`config.mk`:
```
export PLATFORM = sky130hd
export DESIGN_NAME = ofdm_bin_demapper_flat
export DESIGN_NICKNAME = d
export VERILOG_FILES = /design/src/rtl/ofdm_bin_demapper_if.sv /design/src/rtl/ofdm_bin_demapper.sv /design/src/flat_wrapper.sv
export SDC_FILE = /design/constraint.sdc
export NUM_CORES = 1
export LEC_CHECK = 0
export ABC_AREA = 0
export BUFFER_PORTS_ARGS = -buffer_cell sky130_fd_sc_hd__buf_4
export CAP_MARGIN = 20
export CORE_MARGIN = 4
export CORE_UTILIZATION = 28
export CTS_CLUSTER_SIZE = 24
export DETAILED_ROUTE_END_ITERATION = 16
export GPL_TIMING_DRIVEN = 0
export MAX_ROUTING_LAYER = met4
export PLACE_DENSITY = 0.5
export RECOVER_POWER = 100
export SLEW_MARGIN = 20
export SYNTH_ARGS = -nofsm -noshare
export SYNTH_HDL_FRONTEND = slang
export SYNTH_SLANG_ARGS = --single-unit
```
`constraint.sdc`:
```
create_clock -name i_clk -period 4.6 [get_ports i_clk]
set_input_delay 0.23 -clock i_clk [delete_from_list [all_inputs] [get_ports i_clk]]
set_output_delay 0.23 -clock i_clk [all_outputs]
set_load 0.1 [all_outputs]
```
`src/rtl/ofdm_bin_demapper_if.sv`:
```
// Stream/result bundle for ofdm_bin_demapper.
// Input side: FFT bin stream (i_bin, i_bin_valid, i_cycle_done) plus the
// downstream ready (i_ready). Output side: decoded frame result (o_symbol,
// o_peak_bin, o_peak_mag, o_valid) and error pulses (o_frame_err, o_overrun).
// master = producer/consumer environment, slave = the demapper.
interface ofdm_bin_demapper_if #(
  parameter int unsigned N = 16
);
  logic [2*N-1:0] i_bin;
  logic           i_bin_valid;
  logic           i_cycle_done;
  logic [3:0]     o_symbol;
  logic [3:0]     o_peak_bin;
  logic [N:0]     o_peak_mag;
  logic           o_valid;
  logic           i_ready;
  logic           o_frame_err;
  logic           o_overrun;

  modport master (
    output i_bin, i_bin_valid, i_cycle_done, i_ready,
    input  o_symbol, o_peak_bin, o_peak_mag, o_valid, o_frame_err, o_overrun
  );

  modport slave (
    input  i_bin, i_bin_valid, i_cycle_done, i_ready,
    output o_symbol, o_peak_bin, o_peak_mag, o_valid, o_frame_err, o_overrun
  );
endinterface

```
`src/rtl/ofdm_bin_demapper.sv`:
```
// OFDM bin demapper: collects one 16-bin FFT frame, computes |re|+|im| per
// bin, flags activity on data subcarriers 1/2/4/8 and tracks the peak bin.
// Ports:
//   i_clk  - clock, rising edge
//   i_rst  - synchronous active-high reset
//   bus    - ofdm_bin_demapper_if.slave: bin stream in, frame result out
//            with valid/ready handshake, frame_err/overrun one-cycle pulses.
module ofdm_bin_demapper #(
  parameter int unsigned N      = 16,
  parameter int unsigned Q      = 8,
  parameter int unsigned BINS   = 16,
  parameter int unsigned THRESH = 128
) (
  input  logic                 i_clk,
  input  logic                 i_rst,
  ofdm_bin_demapper_if.slave   bus
);

  if (BINS != 16) begin : g_bins_chk
    $error("ofdm_bin_demapper supports BINS=16 only");
  end
  if (Q >= N) begin : g_q_chk
    $error("ofdm_bin_demapper: Q must be below N");
  end

  typedef enum logic {COLLECT, SYNC} state_t;

  localparam logic [N:0] THR = (N+1)'(THRESH);

  state_t       state_q, state_d;
  logic [3:0]   idx_q, idx_d;
  logic [3:0]   act_q, act_d;
  logic [N:0]   peak_q, peak_d;
  logic [3:0]   peak_idx_q, peak_idx_d;
  logic [3:0]   symbol_q, symbol_d;
  logic [3:0]   peak_bin_q, peak_bin_d;
  logic [N:0]   peak_mag_q, peak_mag_d;
  logic         valid_q, valid_d;
  logic         frame_err_q, frame_err_d;
  logic         overrun_q, overrun_d;

  logic [N:0]   re_ext, im_ext, re_abs, im_abs, mag;
  logic [3:0]   act_nx;
  logic [N:0]   peak_nx;
  logic [3:0]   peak_idx_nx;

  always_comb begin
    // Sign-extend before negating so -2^(N-1) maps to +2^(N-1) exactly.
    re_ext = {bus.i_bin[2*N-1], bus.i_bin[2*N-1:N]};
    im_ext = {bus.i_bin[N-1],   bus.i_bin[N-1:0]};
    re_abs = re_ext[N] ? -re_ext : re_ext;
    im_abs = im_ext[N] ? -im_ext : im_ext;
    mag    = re_abs + im_abs;

    act_nx = act_q;
    case (idx_q)
      4'd1:    act_nx[0] = (mag >= THR);
      4'd2:    act_nx[1] = (mag >= THR);
      4'd4:    act_nx[2] = (mag >= THR);
      4'd8:    act_nx[3] = (mag >= THR);
      default: ;
    endcase

    // Strict compare keeps the lower index on ties; bin 0 always seeds.
    if (idx_q == 4'd0 || mag > peak_q) begin
      peak_nx     = mag;
      peak_idx_nx = idx_q;
    end else begin
      peak_nx     = peak_q;
      peak_idx_nx = peak_idx_q;
    end
  end

  always_comb begin
    state_d     = state_q;
    idx_d       = idx_q;
    act_d       = act_q;
    peak_d      = peak_q;
    peak_idx_d  = peak_idx_q;
    symbol_d    = symbol_q;
    peak_bin_d  = peak_bin_q;
    peak_mag_d  = peak_mag_q;
    valid_d     = valid_q & ~bus.i_ready;
    frame_err_d = 1'b0;
    overrun_d   = 1'b0;

    case (state_q)
      COLLECT: begin
        if (bus.i_bin_valid) begin
          act_d      = act_nx;
          peak_d     = peak_nx;
          peak_idx_d = peak_idx_nx;
          if (idx_q == 4'd15) begin
            if (bus.i_cycle_done) begin
              idx_d = 4'd0;
              // Result slot is free if empty or being drained this cycle.
              if (!valid_q || bus.i_ready) begin
                symbol_d   = act_nx;
                peak_bin_d = peak_idx_nx;
                peak_mag_d = peak_nx;
                valid_d    = 1'b1;
              end else begin
                overrun_d = 1'b1;
              end
            end else begin
              frame_err_d = 1'b1;
              state_d     = SYNC;
            end
          end else if (bus.i_cycle_done) begin
            frame_err_d = 1'b1;
            state_d     = SYNC;
          end else begin
            idx_d = idx_q + 4'd1;
          end
        end
      end
      SYNC: begin
        if (bus.i_bin_valid && bus.i_cycle_done) begin
          state_d = COLLECT;
          idx_d   = 4'd0;
        end
      end
      default: state_d = COLLECT;
    endcase
  end

  always_ff @(posedge i_clk) begin
    if (i_rst) begin
      state_q     <= COLLECT;
      idx_q       <= '0;
      act_q       <= '0;
      peak_q      <= '0;
      peak_idx_q  <= '0;
      symbol_q    <= '0;
      peak_bin_q  <= '0;
      peak_mag_q  <= '0;
      valid_q     <= 1'b0;
      frame_err_q <= 1'b0;
      overrun_q   <= 1'b0;
    end else begin
      state_q     <= state_d;
      idx_q       <= idx_d;
      act_q       <= act_d;
      peak_q      <= peak_d;
      peak_idx_q  <= peak_idx_d;
      symbol_q    <= symbol_d;
      peak_bin_q  <= peak_bin_d;
      peak_mag_q  <= peak_mag_d;
      valid_q     <= valid_d;
      frame_err_q <= frame_err_d;
      overrun_q   <= overrun_d;
    end
  end

  assign bus.o_symbol    = symbol_q;
  assign bus.o_peak_bin  = peak_bin_q;
  assign bus.o_peak_mag  = peak_mag_q;
  assign bus.o_valid     = valid_q;
  assign bus.o_frame_err = frame_err_q;
  assign bus.o_overrun   = overrun_q;

endmodule
```
`src/flat_wrapper.sv`:
```
// flat-port wrapper written by rule: the top's interface ports become plain ports
module ofdm_bin_demapper_flat 
#(
  parameter int unsigned N      = 16,
  parameter int unsigned Q      = 8,
  parameter int unsigned BINS   = 16,
  parameter int unsigned THRESH = 128
)
  (i_clk, i_rst, bus_i_bin, bus_i_bin_valid, bus_i_cycle_done, bus_i_ready, bus_o_symbol, bus_o_peak_bin, bus_o_peak_mag, bus_o_valid, bus_o_frame_err, bus_o_overrun);
  ofdm_bin_demapper_if #(.N(N)) bus_i ();
  input  logic i_clk;
  input  logic i_rst;
  input wire logic [$bits(bus_i.i_bin)-1:0] bus_i_bin;
  input wire logic [$bits(bus_i.i_bin_valid)-1:0] bus_i_bin_valid;
  input wire logic [$bits(bus_i.i_cycle_done)-1:0] bus_i_cycle_done;
  input wire logic [$bits(bus_i.i_ready)-1:0] bus_i_ready;
  output wire logic [$bits(bus_i.o_symbol)-1:0] bus_o_symbol;
  output wire logic [$bits(bus_i.o_peak_bin)-1:0] bus_o_peak_bin;
  output wire logic [$bits(bus_i.o_peak_mag)-1:0] bus_o_peak_mag;
  output wire logic [$bits(bus_i.o_valid)-1:0] bus_o_valid;
  output wire logic [$bits(bus_i.o_frame_err)-1:0] bus_o_frame_err;
  output wire logic [$bits(bus_i.o_overrun)-1:0] bus_o_overrun;
  assign bus_i.i_bin = bus_i_bin;
  assign bus_i.i_bin_valid = bus_i_bin_valid;
  assign bus_i.i_cycle_done = bus_i_cycle_done;
  assign bus_i.i_ready = bus_i_ready;
  assign bus_o_symbol = bus_i.o_symbol;
  assign bus_o_peak_bin = bus_i.o_peak_bin;
  assign bus_o_peak_mag = bus_i.o_peak_mag;
  assign bus_o_valid = bus_i.o_valid;
  assign bus_o_frame_err = bus_i.o_frame_err;
  assign bus_o_overrun = bus_i.o_overrun;
  ofdm_bin_demapper #(.N(N), .Q(Q), .BINS(BINS), .THRESH(THRESH)) u_core (.i_clk(i_clk), .i_rst(i_rst), .bus(bus_i));
endmodule
```
======== Word level (Yosys, flattened, before mapping) ========
Cells that the tools add are included.
operators by class
  magnitude comparators ................... 2
  add/subtract/negate cells ............... 4
  eq/ne operators ......................... 9
  bitwise gates (word level) .............. 6
  reductions and logical operators ........ 10
  mux-type cells .......................... 26
operators by type and width
  kind                                                    number
  2-to-1 mux 17 bit                                       3
  negator 17 bit                                          2
  2-to-1 mux 4 bit                                        6
  adder 17 bit                                            1
  >= comparator 17 x 8 -> 1 bit (second input constant)   1
  greater-than comparator 17 bit                          1
  2-to-1 mux 1 bit                                        15
  equality test 4 bit (second input constant)             2
  one-hot mux 4 bit (2 select lines)                      1
  NOT 1 bit                                               5
  AND reduction 5 bit                                     1
  OR reduction 5 bit                                      1
  adder 4 x 1 -> 4 bit (second input constant)            1
  equality test 4 x 1 -> 1 bit (second input constant)    1
  equality test 4 x 2 -> 1 bit (second input constant)    1
  equality test 4 x 3 -> 1 bit (second input constant)    1
  logical NOT 4 bit                                       1
  inequality test 2 bit (second input constant)           2
  AND reduction 4 bit                                     1
  inequality test 3 x 2 -> 1 bit (second input constant)  1
  inequality test 3 bit (second input constant)           1
  logical OR 1 bit                                        2
  one-hot mux 1 bit (2 select lines)                      1
  AND reduction 2 bit                                     1
  other kinds (4)                                         4
storage, ports and cells
  input port bits ......................... 37
  register bits ........................... 58

======== Logic depth before layout (Yosys ltp) ========
  depth after elaboration ................. 7
  mapped depth ............................ 24
  mapped depth without buffers ............ 22

======== Worst setup path after synthesis ========
OpenSTA, ideal clock, no wires.
  path type ............................... input to register
  start ................................... in bus_i_bin[1]
  end ..................................... reg u_core.peak_mag_q[3], in the netlist u_core.bus.o_peak_mag[3]
  slack ................................... -0.393 ns
  library setup time ...................... 0.119 ns
  data arrival time ....................... 4.875 ns
  cell stages on the path ................. 23
  cells stage by stage .................... inv_1 ha_1 nand2_1 or4_1 o21ai_0 xnor2_1 ha_1 a21o_1 a21o_1 a21o_1 a31oi_1 xor2_1 inv_1 ha_1 a211o_1 a2111oi_4 a211oi_1 a2111o_1 maj3_2 a21oi_2 o21ai_2 buf_6 o221a_2
on the way
  longest elaborated chain between the ends .. 6
ends and longest elaborated chain
  element                         line                      source
  start, declared                 flat_wrapper.sv:13        input wire logic [$bits(bus_i.i_bin)-1:0] bus_i_bin;
  negator 17 bit                  ofdm_bin_demapper.sv:52   im_abs = im_ext[N] ? -im_ext : im_ext;
  2-to-1 mux 17 bit (*)           ofdm_bin_demapper.sv:52
  adder 17 bit (*)                ofdm_bin_demapper.sv:53   mag = re_abs + im_abs;
  greater-than comparator 17 bit  ofdm_bin_demapper.sv:65   if (idx_q == 4'd0 || mag > peak_q) begin
  logical OR 1 bit                ofdm_bin_demapper.sv:65
  2-to-1 mux 17 bit (*)           ofdm_bin_demapper.sv:65
  end signal, assigned            ofdm_bin_demapper.sv:148  peak_mag_q <= peak_mag_d;
  end, declared                   ofdm_bin_demapper.sv:37   logic [N:0] peak_mag_q, peak_mag_d;
Mark *: on every way between the ends. The rest lies on a longest branch, timed or not.
A chain may end at the register's enable or synchronous reset.

======== Worst setup path after layout ========
  start ................................... in bus_i_bin[0]
  end ..................................... reg u_core.peak_mag_q[7], in the netlist u_core.bus.o_peak_mag[7]
The elaborated chain is that of the path after synthesis.

==> run summary <==
Counting cells, the worst reg-to-reg path comes to 13. In this run the worst path has a maximum fanout of 5. 65 I/O pins were placed.

Setup violations remaining at the end of the flow were counted as 32. The number of antenna violations at the first check in global routing came out at 0. From bottom edge to top edge, the die measures 135 um. The clock latency of the later-clocked register in the worst-skew pair was 0.34 ns; the number of pins with negative max-slew slack in the final report was 0.

Via count normalized by instance count: 5.20. Endpoint type of the worst setup path: a flop. In the synthesized netlist the dominant register cell turns out to be dfxtp_1. For this configuration, the core starts out at a cell density of 28.4%.

The tools report the total number of yosys warnings as 0. The tools report the setup TNS as -5.10 ns. The HPWL after detailed placement is 10600 um. For this design the static power due to leakage is 2.43 nW.

The weighted congestion reported at the end of routability-driven placement is 0.842. The die is 135 um wide. The slew of the pin with the lowest slew margin is 1.19 ns. The detailed router finished its first iteration with 250 violations. The run gives 70 as the number of distinct standard cells referenced by the synthesized netlist. Of the cells placed in the final design, the portion with a size suffix greater than 1 is 28.2%. The tool flagged a number of max-cap violations equal to 0.

The number of hold-slack violations in the final timing report is 0. Among all cell types in the netlist, the one instantiated most often is nor2_1. 0 antenna diodes ended up in the layout. The layout has 1651 filler cells.

Maximum root-to-sink buffer count: 2. The critical path in this run is classified as input port to flop. The tools report the die area as 18200 um2. The smallest clock period supported by the final layout is computed as 4.81 ns.

After detailed placement, the total cell area comes to 5360 um2. The post-synthesis cell area was 4500 um2. After detailed routing, the average wire length per cell comes to 16.4 um.

The total clock buffers created by CTS was 9. Of the synthesized area, sequential elements account for 25.8%. For this run the aggregate overflow at the end of global routing stands at 0. After synthesis, the share of flip-flops with an asynchronous set or reset is 0%.

Across the VDD grid, the largest voltage drop is 0.000152 V. dfxtp_1 takes more of the synthesized area than any other cell. The mean instance size in the synthesized netlist is 8.23 um2, and the highest clock rate is 0.208 GHz. The clock arrives with 0.00756 ns of skew.

The synthesized flop and latch total works out to 58. The placement row count was 46. The total placed cells including tap cells was 826; the final worst hold slack was 0.215 ns.

After routing the design area is 6310 um2. The run gives 0 as the number of buffers inserted for hold repair after clock tree synthesis. TritonCTS built the clock tree. After synthesis, the cell types taking the most area are dfxtp_1 26%, ha_1 10%, xnor2_1 7.2%. The count of TritonRoute iterations in the first routing pass came out at 5. The tools report the clock root buffer master as clkbuf_16. The capture point of the worst reg-to-reg path is u_core.bus.o_peak_mag[7].

The relative area change from synthesis to final layout works out to 40.3%. Kind of path behind the tightest hold check: input port to flop. In the final design database the tool counted 736 nets. Port buffering added 63 buffers. The number of nets still failing antenna checks after routing came out at 0. Setup repair after global routing could not meet its margin everywhere.

Smallest setup slack after layout: -0.210 ns. The capturing element of the worst setup path was u_core.bus.o_peak_mag[7]. At the worst endpoint, the arrival time is 5.02 ns.

Ranked by instance count, the synthesized netlist is headed by 61 x nor2_1, 58 x dfxtp_1, 39 x nand2_1. Clock tree synthesis found a total of 58 sinks. After clock tree synthesis, the clock-pin slew on the worst setup and hold paths is 0.05 ns. The power density relative to cell area was 402 nW/um2. Counting flops with a built-in enable in the synthesized netlist gives 0. After synthesis, the largest area contributor takes up 25.8% of total cell area.

The startpoint class of the critical path is an input port. The worst-case register-to-register setup slack was 1.30 ns; the detailed-route wire length was 14400 um. The critical path starts at bus_i_bin[0]. The first global-routing pass estimated 22900 um of wire. After the flow finishes, the layout carries non-filler instances totaling 883. The run gives 547 as the count of mapped cells out of synthesis. STA puts the critical path data required time at 4.81 ns. For the maximum number of pins on one net before global-route repair, the log shows 11. Core region area: 15800 um2.

Measured against its own limit, the worst slew margin works out to 20.9%. Across all layers, the routed design uses 4594 vias. The tools report the overall fraction of global-route tracks in use as 15.9%.

The flow ran to the end, but the final reports show violations. The number of global-route vias before repair was 4586. In the finished design, the share of the clock period the worst path needs comes to 105%.

The remaining design rule violation count was 0; the H-tree depth reported by CTS was 3. In this run the critical register-to-register path is launched from u_core.peak_q[2]. Synthesis produced a netlist with a net count of 621. The checks that failed: negative setup slack.
-- registers in the layout, indices dropped and copies added (netlist names) --
signal,count
u_core.bus.o_symbol,4
u_core.bus.o_peak_mag,17
u_core.bus.o_peak_bin,4
u_core.peak_idx_q,4
u_core.act_q,4
u_core.idx_q,4
u_core.state_q,1
u_core.bus.o_overrun,1
u_core.peak_q,17
u_core.bus.o_frame_err,1
u_core.bus.o_valid,1
-- worst min-delay path by stage --
stage | start | end | slack, ns | depth (start not counted)
global placement | u_core.peak_q[6] | u_core.peak_q[6] | 0.46 | 2
floorplan | bus_i_bin_valid | u_core.state_q | 0.39 | 2
CTS | bus_i_bin_valid | u_core.state_q | 0.21 | 3
global route | bus_i_bin_valid | u_core.state_q | 0.23 | 3
finish | bus_i_bin_valid | u_core.state_q | 0.21 | 3
detailed placement | u_core.peak_idx_q[2] | u_core.peak_idx_q[2] | 0.47 | 2
-- layout make-up --
type,count,area (um2),area share [%]
tap,216,270,4.28
inverter,27,116,1.84
clock inverter,6,57.6,0.912
clock buffer,10,229,3.63
buffer,27,153,2.42
sequential,58,1160,18.4
timing repair buffer,105,769,12.2
multi-input combinational,434,3560,56.3
-- routing by layer --
metal / GRT usage, % / vias up / wire length (um)
met4: 4.58 / 0 / 199
met3: 2.20 / 18 / 636
met5: - / - / 0
met1: 20.0 / 2198 / 6850
li1: - / 2263 / -
met2: 26.9 / 115 / 6760
-- where the power goes --
part / internal (W) / total (W) / leakage (nW) / switching (W)
Combinational: 0.000598 / 0.00131 / 1.82 / 0.000715
Sequential: 0.000534 / 0.000567 / 0.470 / 0.0000340
Clock: 0.000415 / 0.000654 / 0.142 / 0.000240
-- placed cells by master (no fill, tap or decap), types with 5 or more instances in the layout --
cell type  synthesis  routed
mux2i_1            8       6
o221a_1            5       5
nand3_1           11       8
o31ai_1           23      20
ha_1              36      30
a21o_1            12      12
clkbuf_1          21      46
xnor2_1           37      33
buf_6              3      15
nor2_1            61      58
dfxtp_1           58      58
buf_4              0      62
a211oi_1          11       5
a211oi_2           0       6
clkbuf_16          0       9
a31oi_1            7       6
nand4_1           12      12
inv_1             27      24
o21ai_0           20      12
nand2b_1           7       7
nand2_1           39      38
a21oi_1           32      29
o21ai_1            1       5
o221a_4            0      11
nor3_1            16      15
-- kinds of logic (layout without fill, tap and decap cells) --
kind of cell	Yosys count	count (layout)	synth area share, %
DFF	58	58	25.8
muxes	8	8	1.78
and+or+nand+nor	187	187	21.2
buffers and inverters	56	175	5.59
adders and majority gates	40	40	11.2
xor gates and xnor gates	43	43	8.68
AOI/OAI and AO/OA	155	156	25.8
-- worst max-delay path: stages --
cell	delay, ns
buf_8	0.10
inv_4	0.05
ha_4	0.14
nand2_4	0.05
or4_4	0.50
o21ai_2	0.17
xnor2_1	0.16
ha_1	0.29
a21o_1	0.17
a21o_1	0.15
a21o_1	0.17
a31oi_1	0.17
xor2_1	0.21
inv_2	0.09
ha_4	0.16
a211o_1	0.26
a2111oi_4	0.27
a211oi_2	0.12
a2111o_1	0.42
maj3_2	0.35
buf_6	0.14
a21oi_4	0.16
o21ai_4	0.12
buf_6	0.16
o221a_1	0.23
-- stage by stage --
step / setup WS, ns / total power [W] / utilization, %
3_5_place_dp: -0.930 / 0.00149 / 33.8
6_report: -0.210 / 0.00254 / 39.9
2_1_floorplan: -0.0464 / 0.00125 / -
5_1_grt: -0.419 / 0.00268 / 39.9
3_3_place_gp: -0.912 / 0.00147 / 33.8
4_1_cts: -0.163 / 0.00238 / 39.4
-- timing repair --
| action | 4_1_cts | 5_1_grt |
|---|---|---|
| buffers inserted | 29 | 14 |
| pin swaps | 23 | 15 |
| gates resized for setup | 62 | 32 |
| setup endpoints to repair | 42 | 46 |
| gates cloned | 2 | 1 |
Note: power is estimated with default switching activity, not from simulation.
